**src/rtl/porta_pkg.sv**
```systemverilog
// ---------------------------------------------------------------------------
// porta_pkg
// Shared definitions for the porta input debounce slice.
//   NUM_CH           : number of debounced board inputs (a, b, c, sel)
//   ch_idx_e         : index of each channel inside the packed channel vectors
//   DEBOUNCE_DEFAULT : default number of stable cycles before an output moves
//   cnt_width()      : width of a counter that must hold 0 .. depth-1
// ---------------------------------------------------------------------------
package porta_pkg;

    localparam int NUM_CH           = 4;
    localparam int DEBOUNCE_DEFAULT = 16;

    typedef enum int unsigned {
        CH_A   = 0,
        CH_B   = 1,
        CH_C   = 2,
        CH_SEL = 3
    } ch_idx_e;

    // $clog2(1) is 0, so a depth of one still needs a one-bit counter.
    function automatic int cnt_width(input int depth);
        return (depth > 1) ? $clog2(depth) : 1;
    endfunction

endpackage

```
**src/rtl/debounce_channel.sv**
```systemverilog
// ---------------------------------------------------------------------------
// debounce_channel
// One debounced input: a two-flop synchronizer followed by a stability
// counter.  The output level only follows the synchronized input after it has
// disagreed with the output for DEBOUNCE_CYCLES consecutive edges.
//   clk    : system clock, rising edge
//   rst_n  : synchronous active-low reset
//   raw    : asynchronous switch input
//   level  : registered debounced level
//   update : high during the cycle whose closing edge loads a new level
// ---------------------------------------------------------------------------
module debounce_channel
    import porta_pkg::*;
#(
    parameter int DEBOUNCE_CYCLES = DEBOUNCE_DEFAULT
) (
    input  logic clk,
    input  logic rst_n,
    input  logic raw,
    output logic level,
    output logic update
);

    localparam int CNT_W = cnt_width(DEBOUNCE_CYCLES);
    localparam logic [CNT_W-1:0] CNT_TERM = CNT_W'(DEBOUNCE_CYCLES - 1);

    logic             sync_1;
    logic             sync_2;
    logic [CNT_W-1:0] cnt;
    logic             differs;
    logic             at_term;

    // The counter only runs while the synchronized input disagrees with the
    // output; reaching the terminal count is the moment the output moves.
    assign differs = (sync_2 != level);
    assign at_term = (cnt == CNT_TERM);
    assign update  = differs && at_term;

    // Synchronizer, stability counter and output register.  Any agreement
    // between sync_2 and level throws away the partial count, which is what
    // rejects glitches and bounces shorter than the debounce window.
    always_ff @(posedge clk) begin
        if (!rst_n) begin
            sync_1 <= 1'b0;
            sync_2 <= 1'b0;
            cnt    <= '0;
            level  <= 1'b0;
        end else begin
            sync_1 <= raw;
            sync_2 <= sync_1;
            if (!differs) begin
                cnt <= '0;
            end else if (at_term) begin
                level <= sync_2;
                cnt   <= '0;
            end else begin
                cnt <= cnt + CNT_W'(1);
            end
        end
    end

endmodule

```
**src/rtl/porta_input_debounce.sv**
```systemverilog
// ---------------------------------------------------------------------------
// porta_input_debounce
// Synchronizes and debounces the four raw board switches feeding porta_and.
//   DEBOUNCE_CYCLES        : stable cycles required before an output changes
//   clk                    : system clock, rising edge
//   rst_n                  : synchronous active-low reset
//   raw_a/raw_b/raw_c/raw_sel : asynchronous switch inputs
//   a/b/c/sel              : debounced levels
//   valid                  : post-reset settling complete, sticky until reset
//   changed                : one-cycle strobe after any debounced output moved
// ---------------------------------------------------------------------------
module porta_input_debounce
    import porta_pkg::*;
#(
    parameter int DEBOUNCE_CYCLES = DEBOUNCE_DEFAULT
) (
    input  logic clk,
    input  logic rst_n,
    input  logic raw_a,
    input  logic raw_b,
    input  logic raw_c,
    input  logic raw_sel,
    output logic a,
    output logic b,
    output logic c,
    output logic sel,
    output logic valid,
    output logic changed
);

    localparam int SETTLE_W = $clog2(DEBOUNCE_CYCLES + 2);
    localparam logic [SETTLE_W-1:0] SETTLE_DONE = SETTLE_W'(DEBOUNCE_CYCLES + 1);

    logic [NUM_CH-1:0]   raw_vec;
    logic [NUM_CH-1:0]   level_vec;
    logic [NUM_CH-1:0]   update_vec;
    logic [SETTLE_W-1:0] settle_cnt;

    assign raw_vec[CH_A]   = raw_a;
    assign raw_vec[CH_B]   = raw_b;
    assign raw_vec[CH_C]   = raw_c;
    assign raw_vec[CH_SEL] = raw_sel;

    assign a   = level_vec[CH_A];
    assign b   = level_vec[CH_B];
    assign c   = level_vec[CH_C];
    assign sel = level_vec[CH_SEL];

    // Every channel runs on its own counter so simultaneous changes settle
    // independently.
    for (genvar i = 0; i < NUM_CH; i++) begin : g_ch
        debounce_channel #(
            .DEBOUNCE_CYCLES(DEBOUNCE_CYCLES)
        ) u_ch (
            .clk    (clk),
            .rst_n  (rst_n),
            .raw    (raw_vec[i]),
            .level  (level_vec[i]),
            .update (update_vec[i])
        );
    end

    // Settle counter saturates at DEBOUNCE_CYCLES+1, so valid rises on the
    // following edge: the same edge at which a level held since reset first
    // reaches the outputs.  Because changed is built from the pre-edge valid,
    // that initial power-on transition never raises the strobe.
    always_ff @(posedge clk) begin
        if (!rst_n) begin
            settle_cnt <= '0;
            valid      <= 1'b0;
            changed    <= 1'b0;
        end else begin
            if (settle_cnt != SETTLE_DONE) begin
                settle_cnt <= settle_cnt + SETTLE_W'(1);
            end
            if (settle_cnt == SETTLE_DONE) begin
                valid <= 1'b1;
            end
            changed <= valid & (|update_vec);
        end
    end

endmodule

```
**config.mk**
```make
export PLATFORM = sky130hd
export DESIGN_NAME = porta_input_debounce
export DESIGN_NICKNAME = d
export VERILOG_FILES = /design/src/rtl/porta_pkg.sv /design/src/rtl/debounce_channel.sv /design/src/rtl/porta_input_debounce.sv
export SDC_FILE = /design/constraint.sdc
export NUM_CORES = 1
export LEC_CHECK = 0
export ABC_AREA = 1
export BUFFER_PORTS_ARGS = -buffer_cell sky130_fd_sc_hd__buf_4
export CORE_UTILIZATION = 40
export CTS_CLUSTER_DIAMETER = 120
export CTS_CLUSTER_SIZE = 14
export DETAILED_ROUTE_END_ITERATION = 6
export SYNTH_ARGS = -nofsm -noshare
export SYNTH_HDL_FRONTEND = slang
export SYNTH_SLANG_ARGS = --single-unit
export TNS_END_PERCENT = 10
```
**constraint.sdc**
```tcl
create_clock -name clk -period 1.1 [get_ports clk]
set_input_delay 0.055 -clock clk [delete_from_list [all_inputs] [get_ports clk]]
set_output_delay 0.055 -clock clk [all_outputs]
set_load 0.03 [all_outputs]
```
After elaboration in Yosys (flattened, before gate mapping):

Index checks and enable logic that the tools add are counted.

* bitwise logic cells: 6
* equality and inequality tests: 10
* reductions and logical operators: 13
* add/subtract/negate cells: 5

Operators by type and width (number)
* $add 4x1->4 const B: 4
* $eq 4x4->1 const B: 4
* $reduce_or 3->1: 4
* $reduce_and 2->1: 4
* $add 5x1->5 const B: 1
* $eq 5x5->1 const B: 1
* $ne 5x5->1 const B: 1
* $not 1->1: 5
* $logic_and 1x1->1: 4
* $ne 1x1->1: 4
* $reduce_or 4->1: 1
* $and 1x1->1: 1

* flip-flop bits (word level): 35
* input bits: 6
* logic and storage cells: 53
* output and inout bits: 6

Depth between registers and ports, before layout:

* word-level depth: 4
* gate-level depth with buffers: 7
* gate-level depth less buffers: 7

Modules after synthesis:

Synthesis repeated with hierarchy kept, for this count alone.

* cell total of the unflattened synthesis: 185
* area, all modules: 1417.6 µm²

By module, submodules not included
* debounce_channel: seq. area each 140.1 µm², instances 4, cells each 35, area each 271.5 µm²
* porta_input_debounce: seq. area each 140.1 µm², instances 1, cells each 45, area each 331.6 µm²

Worst setup path before layout:

Ideal clock, no wire load.

* path type: reg2reg
* from: reg g_ch[1].u_ch.cnt[0]
* to: reg g_ch[1].u_ch.cnt[2]
* slack: 0.077 ns
* buffers on the path: 0
* clock period less this slack: 1.023 ns
* setup time: 0.078 ns
* arrival time: 0.945 ns
* data required time: 1.022 ns
* stages on the path, launching flop included: 6
* cell sequence: dfxtp_1 ha_1 nand2_1 nor2_2 nand3b_1 nor3_1

* cells in the longest elaborated chain, start to end: 2
* elaborated cells on any way between the ends: 3
* classes of those cells: add/sub: 1; eq/ne: 1; reduce/logical: 1

Ends and longest elaborated chain
* start, declared: line debounce_channel.sv:29 `logic [CNT_W-1:0] cnt;`
* start signal, assigned: line debounce_channel.sv:57 `cnt <= cnt + CNT_W'(1);`
* branches (longest 2 deep; another with $add 4x1->4)

Several ways; the timed one is not identified.
A chain may end at the register's enable or synchronous reset.

Worst setup path in the final report:

* from: reg g_ch[1].u_ch.cnt[1]
* to: reg g_ch[1].u_ch.cnt[1]

Same word-level chain as after synthesis.

==> impl_metrics.tcl <==
set metrics [dict create \
    synth_top_family_by_area "simple AND/OR/NAND/NOR gates" \
    yosys_most_used_dff "dfxtp_1" \
    final.setup_skew_ns 0.002254 \
    grt_pass1_vias 952 \
    die_h_um 59.56 \
    grt-ovfl-total 0 \
    slew_viol_final 0 \
    cts.sinks 35 \
    syn_to_final_growth_pct 21.25 \
    required_ns 1.36 \
    synth.most_common_cell "dfxtp_1" \
    total_leakage_power_nw 0.7209 \
    num_rows 20 \
    synth_top_area_share_pct 52.88 \
    setup_viol 0 \
    routedWlPerCell_um 9.237 \
    place_ws_ns -0.05251 \
    synthMuxAreaShare_pct 0 \
    power_mw 2.010 \
    slew_headroom_pct 86.93 \
    netSwitchingPower_uw 442.4 \
    yosys.area_share.simple_pct 22.66 \
    nFillCells 318 \
    ys_warn_count 0 \
    clock_path_buffers 2 \
    synthCells 164 \
    synth_edf_count 0 \
    vias 1012 \
    synth_nets 176 \
    cp-start-kind "flop" \
    clk_latency_ns 0.33 \
    synthDistinctLibCells 17 \
    synth_adder_area_share_pct 5.666 \
    postLayoutSetupSlackWorst_ns 0.06803 \
    drive_gt1_share_pct 20.65 \
    synth_compound_area_share_pct 5.288 \
    tightestPinTransition_ns 0.1960 \
    synth_area_um2 1325 \
    vias_per_cell 4.439 \
    intPower_mw 1.568 \
    cts-root-buf "clkbuf_4" \
    synth_common_cells "dfxtp_1, nand2_1, inv_1" \
    p_seq_share_pct 65.3 \
    seq_area_frac_synth_pct 52.88 \
    hold_path.class "primary input to flop" \
    maxCapViolCount 0 \
    drcViolationCount 0 \
    wirelength_um 2106 \
    nNetsFinal 197 \
    netSwitchingFraction_pct 22.01 \
    dieArea_um2 3547 \
    post-route-min-period_ns 1.032 \
    synth_xor_xnor_area_share_pct 4.627 \
    rr_worst_depth 5 \
    async_flop_share_pct 0 \
    drt_first_pass_iters 4 \
    crit_type "flop to flop" \
    peakVddDrop_mv 0.6883 \
    endpoint_kind "flop" \
    start_util_pct 42.70 \
    core_um2 3103 \
    synth_area_leaders "dfxtp_1, nand2_1, inv_1" \
    yosys.area.top_type "dfxtp_1" \
    placedInstanceArea_um2 1450 \
    grt_pass1_wl_um 3581 \
    finalSetupTns_ns 0 \
    power_density_nw_per_um2 1251 \
    status "finished clean" \
    whs_ns 0.04982 \
    hpwlAfterDp_um 1524 \
    fmax_mhz 969.0 \
    io_pins 12 \
    place.gp.congestion 0.7470 \
    grt_max_degree 21 \
    antenna_found_initial 0 \
    cp_max_fo 4 \
    arrival_ns 1.29 \
    insertedDiodeCount 0 \
    hold_violations 0 \
    ys_ff_latch 35 \
    io_buffers 11 \
    avgSynthCellArea_um2 8.079 \
    h-tree-depth 2 \
    rsz0062_at_grt "true" \
    cts_tree "done" \
    die_w_um 59.56 \
    final_area_um2 1607 \
    hold_depth 3 \
    pwr-share-clk_pct 30.1 \
    antenna_left 0 \
    cts_buffers 5 \
    track_usage_pct 14.19 \
    drt_iter0_drc 15 \
    pwr-share-comb_pct 4.6 \
    path_clk_slew_ns 0.09 \
    period_share_pct 93.82 \
]
==> cell type report <==
class	instances	area [µm²]	share of cell area, %
sequential	35	710.7	44.24
tap	44	55.05	3.427
inverter	28	105.1	6.542
multi-input combinational	99	564.3	35.12
clock buffer	6	41.29	2.570
timing repair buffer	16	130.1	8.100
==> layer usage <==
metal	global-route usage, %	wire [µm]
met1	13.94	893
met2	24.88	1078
met3	7.205	91
met4	6.312	42
met5	0	0
==> sequential cells by signal, summed over array words and instances, names as in the netlist <==
signal / count
g_ch.u_ch.cnt: 16
settle_cnt: 5
g_ch.u_ch.level: 4
g_ch.u_ch.sync_1: 4
g_ch.u_ch.sync_2: 4
changed: 1
valid: 1
==> final timing paths <==
path                                   from                             end  slack (ns)
min reg2reg  g_ch[2].u_ch.sync_1$_SDFF_PN0_  g_ch[2].u_ch.sync_2$_SDFF_PN0_        0.42
min                                   rst_n  g_ch[0].u_ch.sync_2$_SDFF_PN0_        0.05
max          g_ch[1].u_ch.cnt[1]$_SDFF_PP0_  g_ch[1].u_ch.cnt[1]$_SDFF_PP0_        0.07
max reg2reg  g_ch[1].u_ch.cnt[1]$_SDFF_PP0_  g_ch[1].u_ch.cnt[1]$_SDFF_PP0_        0.07
==> logic make-up after synthesis <==
group / count (synthesis)
compound gates: 14
xor+xnor: 7
fa+ha+maj: 6
buf+inv: 30
flops: 35
simple gates: 72
==> repair_timing <==
item / 4_1_cts / 5_1_grt
hold buffers: 4 / 0
endpoints found under the hold margin: 4 / 0
setup buffers: 1 / 0
setup endpoints to repair: 6 / 16
resized for setup: 7 / 18
pin swaps: 3 / 3
==> per-stage QoR <==
stage,util (%),cells
4_1_cts,50.20,228
3_5_place_dp,46.73,217
3_3_place_gp,46.73,217
6_report,51.77,228
2_1_floorplan,-,164
5_1_grt,51.77,228
==> placed cells by master, fill, tap and decap left out, types with 2 or more instances in the layout <==
cell / n
dlygate4sd3_1: 4
inv_1: 26
xnor2_1: 3
nor2_1: 21
nand2_1: 32
dfxtp_1: 27
buf_4: 12
o21ai_1: 2
nand3_2: 3
ha_2: 3
xor2_1: 4
ha_1: 2
clkbuf_4: 5
o21ai_0: 6
nand3_1: 10
inv_2: 2
a21oi_1: 6
dfxtp_2: 8
==> critical path, cell delays in order (launching register included) <==
cell and delay [ns]:
dfxtp_2 0.35, ha_4 0.17, nand2_4 0.06, nor2_4 0.04
nand3b_1 0.22, nor2_1 0.13
==> power groups by stage <==
stage | Sequential [mW] | Clock [mW] | Combinational (mW)
4_1_cts | 1.31 | 0.629 | 0.0905
2_1_floorplan | 1.34 | 0 | 0.0532
3_3_place_gp | 1.34 | 0 | 0.0736
3_5_place_dp | 1.34 | 0 | 0.0766
5_1_grt | 1.32 | 0.685 | 0.107
6_report | 1.31 | 0.604 | 0.0922
Note: power is estimated with default switching activity, not from simulation.
